[config.mk]
export PLATFORM = sky130hd
export DESIGN_NAME = dmem_block_mover_flat
export DESIGN_NICKNAME = d
export VERILOG_FILES = /design/src/rtl/dmem_block_mover_if.sv /design/src/rtl/dmem_block_mover.sv /design/src/flat_wrapper.sv
export SDC_FILE = /design/constraint.sdc
export NUM_CORES = 1
export LEC_CHECK = 0
export BUFFER_PORTS_ARGS = -buffer_cell sky130_fd_sc_hd__buf_2
export CAP_MARGIN = 20
export CORE_UTILIZATION = 55
export CTS_BUF_LIST = sky130_fd_sc_hd__clkbuf_8 sky130_fd_sc_hd__clkbuf_16
export DETAILED_ROUTE_END_ITERATION = 8
export HOLD_SLACK_MARGIN = 0.1
export PLACE_DENSITY = 0.81
export SYNTH_ARGS = -nofsm -noshare
export SYNTH_HDL_FRONTEND = slang
export SYNTH_SLANG_ARGS = --single-unit
[constraint.sdc]
create_clock -name clk -period 2.7 [get_ports clk]
set_clock_uncertainty 0.15 [all_clocks]
set_input_delay 0.81 -clock clk [delete_from_list [all_inputs] [get_ports clk]]
set_output_delay 0.81 -clock clk [all_outputs]
set_load 0.05 [all_outputs]
[src/rtl/dmem_block_mover_if.sv]
// Memory-side port of the block mover: single-word read/write requests,
// returned read data and the memory's completion strobe.
interface dmem_block_mover_if #(
    parameter int ADDR_W = 15,
    parameter int DATA_W = 48
);
    logic [ADDR_W-1:0] addr;
    logic              read;
    logic              write;
    logic [DATA_W-1:0] wdata;
    logic [DATA_W-1:0] rdata;
    logic              mdone;

    // Engine side: issues requests, consumes data and completion.
    modport master (
        output addr,
        output read,
        output write,
        output wdata,
        input  rdata,
        input  mdone
    );

    // Memory side: serves requests and signals completion.
    modport slave (
        input  addr,
        input  read,
        input  write,
        input  wdata,
        output rdata,
        output mdone
    );
endinterface

[src/rtl/dmem_block_mover.sv]
// Block copy/fill engine for the data memory port. Moves one word at a time
// using single-cycle read/write requests and waits on the memory's done
// strobe between them. Owns the memory port whenever busy.
//
// state | meaning
// ------+----------------------------------------------------------
// IDLE  | waiting for a start; address/data outputs hold last values
// RD    | one-cycle read request at the current source address
// RWAIT | waiting for read completion; captures the returned word
// WR    | one-cycle write request at the current destination address
// WWAIT | waiting for write completion; advances pointers, decides exit
module dmem_block_mover #(
    parameter int ADDR_W = 15,
    parameter int DATA_W = 48
) (
    input  logic              clk,
    input  logic              reset,
    input  logic              i_start,
    input  logic              i_fill,
    input  logic [ADDR_W-1:0] i_src,
    input  logic [ADDR_W-1:0] i_dst,
    input  logic [ADDR_W-1:0] i_count,
    input  logic [DATA_W-1:0] i_pattern,
    input  logic              i_abort,
    dmem_block_mover_if.master mem,
    output logic              o_busy,
    output logic              o_done,
    output logic              o_aborted,
    output logic [ADDR_W-1:0] o_remaining
);

    typedef enum logic [2:0] {
        IDLE  = 3'd0,
        RD    = 3'd1,
        RWAIT = 3'd2,
        WR    = 3'd3,
        WWAIT = 3'd4
    } state_t;

    state_t            state_q;
    state_t            state_d;

    logic [ADDR_W-1:0] src_q;
    logic [ADDR_W-1:0] dst_q;
    logic [ADDR_W-1:0] rem_q;
    logic [ADDR_W-1:0] addr_q;
    logic [DATA_W-1:0] pattern_q;
    logic [DATA_W-1:0] wdata_q;
    logic              fill_q;
    logic              abort_q;
    logic              done_q;
    logic              aborted_q;

    logic              read_c;
    logic              write_c;
    logic              busy_c;
    logic              abort_now;
    logic              last_word;
    logic              word_done;
    logic              exit_now;
    logic [ADDR_W-1:0] src_inc;
    logic [ADDR_W-1:0] dst_inc;

    // An abort raised in the very cycle the write completes still counts;
    // the pointer increments wrap naturally at the top of the address space.
    assign abort_now = abort_q | i_abort;
    assign last_word = (rem_q == ADDR_W'(1));
    assign word_done = (state_q == WWAIT) && mem.mdone;
    assign exit_now  = word_done && (last_word || abort_now);
    assign src_inc   = src_q + ADDR_W'(1);
    assign dst_inc   = dst_q + ADDR_W'(1);

    // State register.
    always_ff @(posedge clk) begin
        if (reset) begin
            state_q <= IDLE;
        end else begin
            state_q <= state_d;
        end
    end

    // Next-state selection and request strobes.
    always_comb begin
        state_d = state_q;
        read_c  = 1'b0;
        write_c = 1'b0;
        busy_c  = 1'b1;
        unique case (state_q)
            IDLE: begin
                busy_c = 1'b0;
                if (i_start && (i_count != '0)) begin
                    state_d = i_fill ? WR : RD;
                end
            end
            RD: begin
                read_c  = 1'b1;
                state_d = RWAIT;
            end
            RWAIT: begin
                if (mem.mdone) begin
                    state_d = WR;
                end
            end
            WR: begin
                write_c = 1'b1;
                state_d = WWAIT;
            end
            WWAIT: begin
                if (mem.mdone) begin
                    if (last_word || abort_now) begin
                        state_d = IDLE;
                    end else begin
                        state_d = fill_q ? WR : RD;
                    end
                end
            end
            default: begin
                state_d = IDLE;
                busy_c  = 1'b0;
            end
        endcase
    end

    // Datapath: operand latches, address/data presented to memory, status.
    // The address for the next request is loaded on the edge that enters
    // RD or WR so it is already stable during the one-cycle request.
    always_ff @(posedge clk) begin
        if (reset) begin
            src_q     <= '0;
            dst_q     <= '0;
            rem_q     <= '0;
            addr_q    <= '0;
            pattern_q <= '0;
            wdata_q   <= '0;
            fill_q    <= 1'b0;
            abort_q   <= 1'b0;
            done_q    <= 1'b0;
            aborted_q <= 1'b0;
        end else begin
            done_q <= 1'b0;
            if (state_q != IDLE && i_abort) begin
                abort_q <= 1'b1;
            end
            case (state_q)
                IDLE: begin
                    abort_q <= 1'b0;
                    if (i_start) begin
                        src_q     <= i_src;
                        dst_q     <= i_dst;
                        rem_q     <= i_count;
                        fill_q    <= i_fill;
                        pattern_q <= i_pattern;
                        aborted_q <= 1'b0;
                        if (i_count == '0) begin
                            done_q <= 1'b1;
                        end else if (i_fill) begin
                            addr_q  <= i_dst;
                            wdata_q <= i_pattern;
                        end else begin
                            addr_q <= i_src;
                        end
                    end
                end
                RWAIT: begin
                    if (mem.mdone) begin
                        wdata_q <= mem.rdata;
                        addr_q  <= dst_q;
                    end
                end
                WWAIT: begin
                    if (mem.mdone) begin
                        src_q <= src_inc;
                        dst_q <= dst_inc;
                        rem_q <= rem_q - ADDR_W'(1);
                        if (exit_now) begin
                            done_q    <= 1'b1;
                            aborted_q <= abort_now && !last_word;
                            abort_q   <= 1'b0;
                        end else if (fill_q) begin
                            addr_q  <= dst_inc;
                            wdata_q <= pattern_q;
                        end else begin
                            addr_q <= src_inc;
                        end
                    end
                end
                default: begin
                end
            endcase
        end
    end

    assign mem.addr    = addr_q;
    assign mem.wdata   = wdata_q;
    assign mem.read    = read_c;
    assign mem.write   = write_c;
    assign o_busy      = busy_c;
    assign o_done      = done_q;
    assign o_aborted   = aborted_q;
    assign o_remaining = rem_q;

endmodule

[src/flat_wrapper.sv]
// flat-port wrapper written by rule: the top's interface ports become plain ports
module dmem_block_mover_flat 
#(
    parameter int ADDR_W = 15,
    parameter int DATA_W = 48
)
  (clk, reset, i_start, i_fill, i_src, i_dst, i_count, i_pattern, i_abort, o_busy, o_done, o_aborted, o_remaining, mem_addr, mem_read, mem_write, mem_wdata, mem_rdata, mem_mdone);
  dmem_block_mover_if #(.ADDR_W(ADDR_W), .DATA_W(DATA_W)) mem_i ();
  input  logic clk;
  input  logic reset;
  input  logic i_start;
  input  logic i_fill;
  input  logic [ADDR_W-1:0] i_src;
  input  logic [ADDR_W-1:0] i_dst;
  input  logic [ADDR_W-1:0] i_count;
  input  logic [DATA_W-1:0] i_pattern;
  input  logic i_abort;
  output logic o_busy;
  output logic o_done;
  output logic o_aborted;
  output logic [ADDR_W-1:0] o_remaining;
  output wire logic [$bits(mem_i.addr)-1:0] mem_addr;
  output wire logic [$bits(mem_i.read)-1:0] mem_read;
  output wire logic [$bits(mem_i.write)-1:0] mem_write;
  output wire logic [$bits(mem_i.wdata)-1:0] mem_wdata;
  input wire logic [$bits(mem_i.rdata)-1:0] mem_rdata;
  input wire logic [$bits(mem_i.mdone)-1:0] mem_mdone;
  assign mem_addr = mem_i.addr;
  assign mem_read = mem_i.read;
  assign mem_write = mem_i.write;
  assign mem_wdata = mem_i.wdata;
  assign mem_i.rdata = mem_rdata;
  assign mem_i.mdone = mem_mdone;
  dmem_block_mover #(.ADDR_W(ADDR_W), .DATA_W(DATA_W)) u_core (.clk(clk), .reset(reset), .i_start(i_start), .i_fill(i_fill), .i_src(i_src), .i_dst(i_dst), .i_count(i_count), .i_pattern(i_pattern), .i_abort(i_abort), .mem(mem_i), .o_busy(o_busy), .o_done(o_done), .o_aborted(o_aborted), .o_remaining(o_remaining));
endmodule
==> results.cfg <==
[outcome]
status = complete, no violations

[layout]
finalNetCount = 1598
layout_common_cells = buf_2, a21oi_1, dfxtp_1
final_cells = 1687
mostFrequentLayoutCell = buf_2
syn2layout_area_growth_pct = 19.74
drive_gt1_share_pct = 23.56
fin_area_um2 = 11660

[power_and_ir_drop]
p_total_uw = 7387
comb_power_share_pct = 29.0
seqPwrFrac_pct = 38.3
power.density_nw_per_um2 = 633.6
p_switching_uw = 2673
power_leakage_uw = 0.004618
vdd_drop_max_v = 0.0005110
clkPwrFrac_pct = 32.7
p_int_uw = 4715
switching_share_pct = 36.18

[grt]
grt_max_degree = 78
antenna_found_initial = 3
grt_use_total_pct = 33.51
grt_pass1_wl_um = 48890
grt_pass1_vias = 9532
grt_overflow = 0

[critical_path]
arrival_ps = 1690
timing.rr.end = u_core.mem.addr[13]
worst-setup-path-type = reg2out
critPathRequiredTime_ps = 1740
ff2ff_setup_slack_ps = 220
worstPathCellList = nor2b_2 -> and2_1 -> buf_2
r2r_cells = 7
max_stage_delay_ps = 510
endpoint_kind = output port
cp_max_fo = 22
crit_path_top_delay_cell = dfxtp_4
start_kind = flop
rr_startpoint = u_core.o_remaining[1]

[min_path]
min_path_cells = 2
hp-class = reg2reg
min_to = u_core.pattern_q[4]
holdCritStartpoint = u_core.pattern_q[4]

[floorplanning]
core_um2 = 17300
dieHeight_um = 135.1
ios = 230
die_w_um = 135.1
rows = 48
die_area_um2 = 18240
initial_core_util_pct = 56.29

[yosys]
synth_area_um2 = 9737
synth-async-reset-ratio_pct = 0
ys_seq_area_share_pct = 33.51
yosysWarningCount = 0
synth.avg_cell_area_um2 = 7.583
synth_edf_count = 0
ys_ff_latch = 163
yosys_most_used_dff = dfxtp_1
netlist_instances = 1284
synthesis.nets = 1435
synthDistinctLibCells = 74

[drt]
via_per_inst = 6.459
drc = 0
wl_um = 31400
via_count = 10896
ant_nets = 0
dr.pass1.iters = 6
drt-wirelength-per-cell_um = 18.61
drtIter0Drc = 1177

[cts]
clkTransAtPathRegs_ps = 60
clockRootBuffer = clkbuf_16
numCtsBuffers = 17
cts_hold_buf = 0
htreeDepth = 4
cts_tree = built
clk_latency_ps = 440
cts_sinks = 163
clock_tree.buffer_depth = 2

[timing]
finalSetupViolCount = 0
finalCritPeriodShare_pct = 98.11
worst_slew_pin_slew_ps = 1108
drv_slew = 0
fin_crit_ps = 2649
max_freq_mhz = 377.5
rsz0062_at_grt = false
setup-tns-final_ps = 0
relSlewSlack_pct = 26.14
hold_viol = 0

[place]
io_buffers = 229
dp.cells = 1653
finalWeightedCongestion = 0.9947
dpl_cell_area_um2 = 11060
place.detailed.hpwl_um = 20590

[run]
max-cap-violations = 0
==> worst max-delay path by stage <==
stage	cells after the start	endpoint	from
2_1_floorplan	4	o_busy	u_core.state_q[2]
4_1_cts	3	mem_write	u_core.state_q[0]
3_5_place_dp	7	u_core.dst_q[4]	i_start
6_report	3	mem_write	u_core.state_q[0]
3_3_place_gp	7	u_core.o_remaining[4]	i_start
5_1_grt	3	mem_write	u_core.state_q[0]
==> critical path, delay by kind of cell (launching register included) <==
family,cells,cell delay (ps)
flip-flops,1,510
AND/OR/NAND/NOR,2,460
buffers and inverters,1,280
==> power by group through the flow <==
stage	Combinational, uW	Sequential (uW)	Clock, uW
floorplan	1120	3200	0
global placement	2080	2860	0
detailed placement	2100	2870	0
CTS	2120	2820	2420
global route	2300	2850	2500
finish	2140	2830	2420
==> cell usage after synthesis, types with 6 or more instances <==
master | number | share of area, %
a211oi_2 | 8 | 1.0
a21oi_1 | 199 | 10
a221oi_1 | 9 | 0.81
a22o_1 | 10 | 0.90
a22oi_1 | 18 | 1.4
a311oi_1 | 7 | 0.63
a31oi_1 | 9 | 0.58
buf_1 | 9 | 0.35
buf_2 | 25 | 1.3
buf_6 | 6 | 0.69
clkbuf_1 | 84 | 3.2
dfxtp_1 | 163 | 34
inv_1 | 7 | 0.27
mux2i_1 | 23 | 2.4
nand2_1 | 155 | 6.0
nand3_1 | 64 | 3.3
nand4_1 | 10 | 0.64
nor2_1 | 83 | 3.2
nor2b_1 | 47 | 3.0
nor3_1 | 17 | 0.87
nor4_1 | 14 | 0.90
o21ai_0 | 83 | 4.3
o21ai_1 | 12 | 0.62
o221ai_1 | 90 | 8.1
o22ai_1 | 7 | 0.45
o31ai_1 | 8 | 0.62
or3_1 | 8 | 0.51
xnor2_1 | 11 | 0.99
xor2_1 | 10 | 0.90
==> sequential cells by signal (all words and copies together) (netlist names) <==
register / cells
u_core.mem.wdata: 48
u_core.src_q: 15
u_core.dst_q: 15
u_core.o_aborted: 1
u_core.mem.addr: 15
u_core.abort_q: 1
u_core.fill_q: 1
u_core.state_q: 3
u_core.o_remaining: 15
u_core.o_done: 1
u_core.pattern_q: 48
==> timing repair <==
item                                    in CTS  in global routing
gates resized for setup                      2                  1
setup buffers                                0                  0
endpoints found under the setup margin       2                  1
pin swaps                                    0                  0
==> per-layer routing <==
layer / vias to the layer above / GRT usage, % / wire length, um
met5: - / 0 / 26
met2: 660 / 52.84 / 14260
met1: 5039 / 45.49 / 13030
li1: 5118 / - / -
met3: 75 / 5.368 / 3146
met4: 4 / 13.73 / 929
==> cell type report <==
class | instances | area, um^2
repair buffers | 276 | 1627
clock buffers | 21 | 480.5
multi-input cells | 982 | 5864
fillers | 1506 | 5638
inverters | 7 | 26.28
flip-flops and latches | 163 | 3272
well taps | 225 | 281.5
clock inverters | 11 | 102.6
diodes | 2 | 5.005
==> stage by stage <==
| stage | worst slack, ps | hold WS, ps | util, % |
|---|---|---|---|
| 2_1_floorplan | 2.940 | 282.0 | - |
| 3_3_place_gp | 68.33 | 287.9 | 63.96 |
| 3_5_place_dp | 31.51 | 297.0 | 63.96 |
| 4_1_cts | 31.20 | 306.3 | 67.36 |
| 5_1_grt | 33.50 | 316.9 | 67.39 |
| 6_report | 51.15 | 305.5 | 67.40 |
==> cell families (layout without fill, tap and decap cells) <==
group           count (synthesis)  count (layout)  synth area share, %
simple gates                  439             439                22.18
other cells                     0               2                    0
flops                         163             163                33.51
xor+xnor                       21              21                1.889
fa+ha+maj                       4               4               0.5140
mux                            25              25                2.596
compound gates                493             493                32.78
buf+inv                       139             315                6.528
Power figures use the tool's default switching activity.
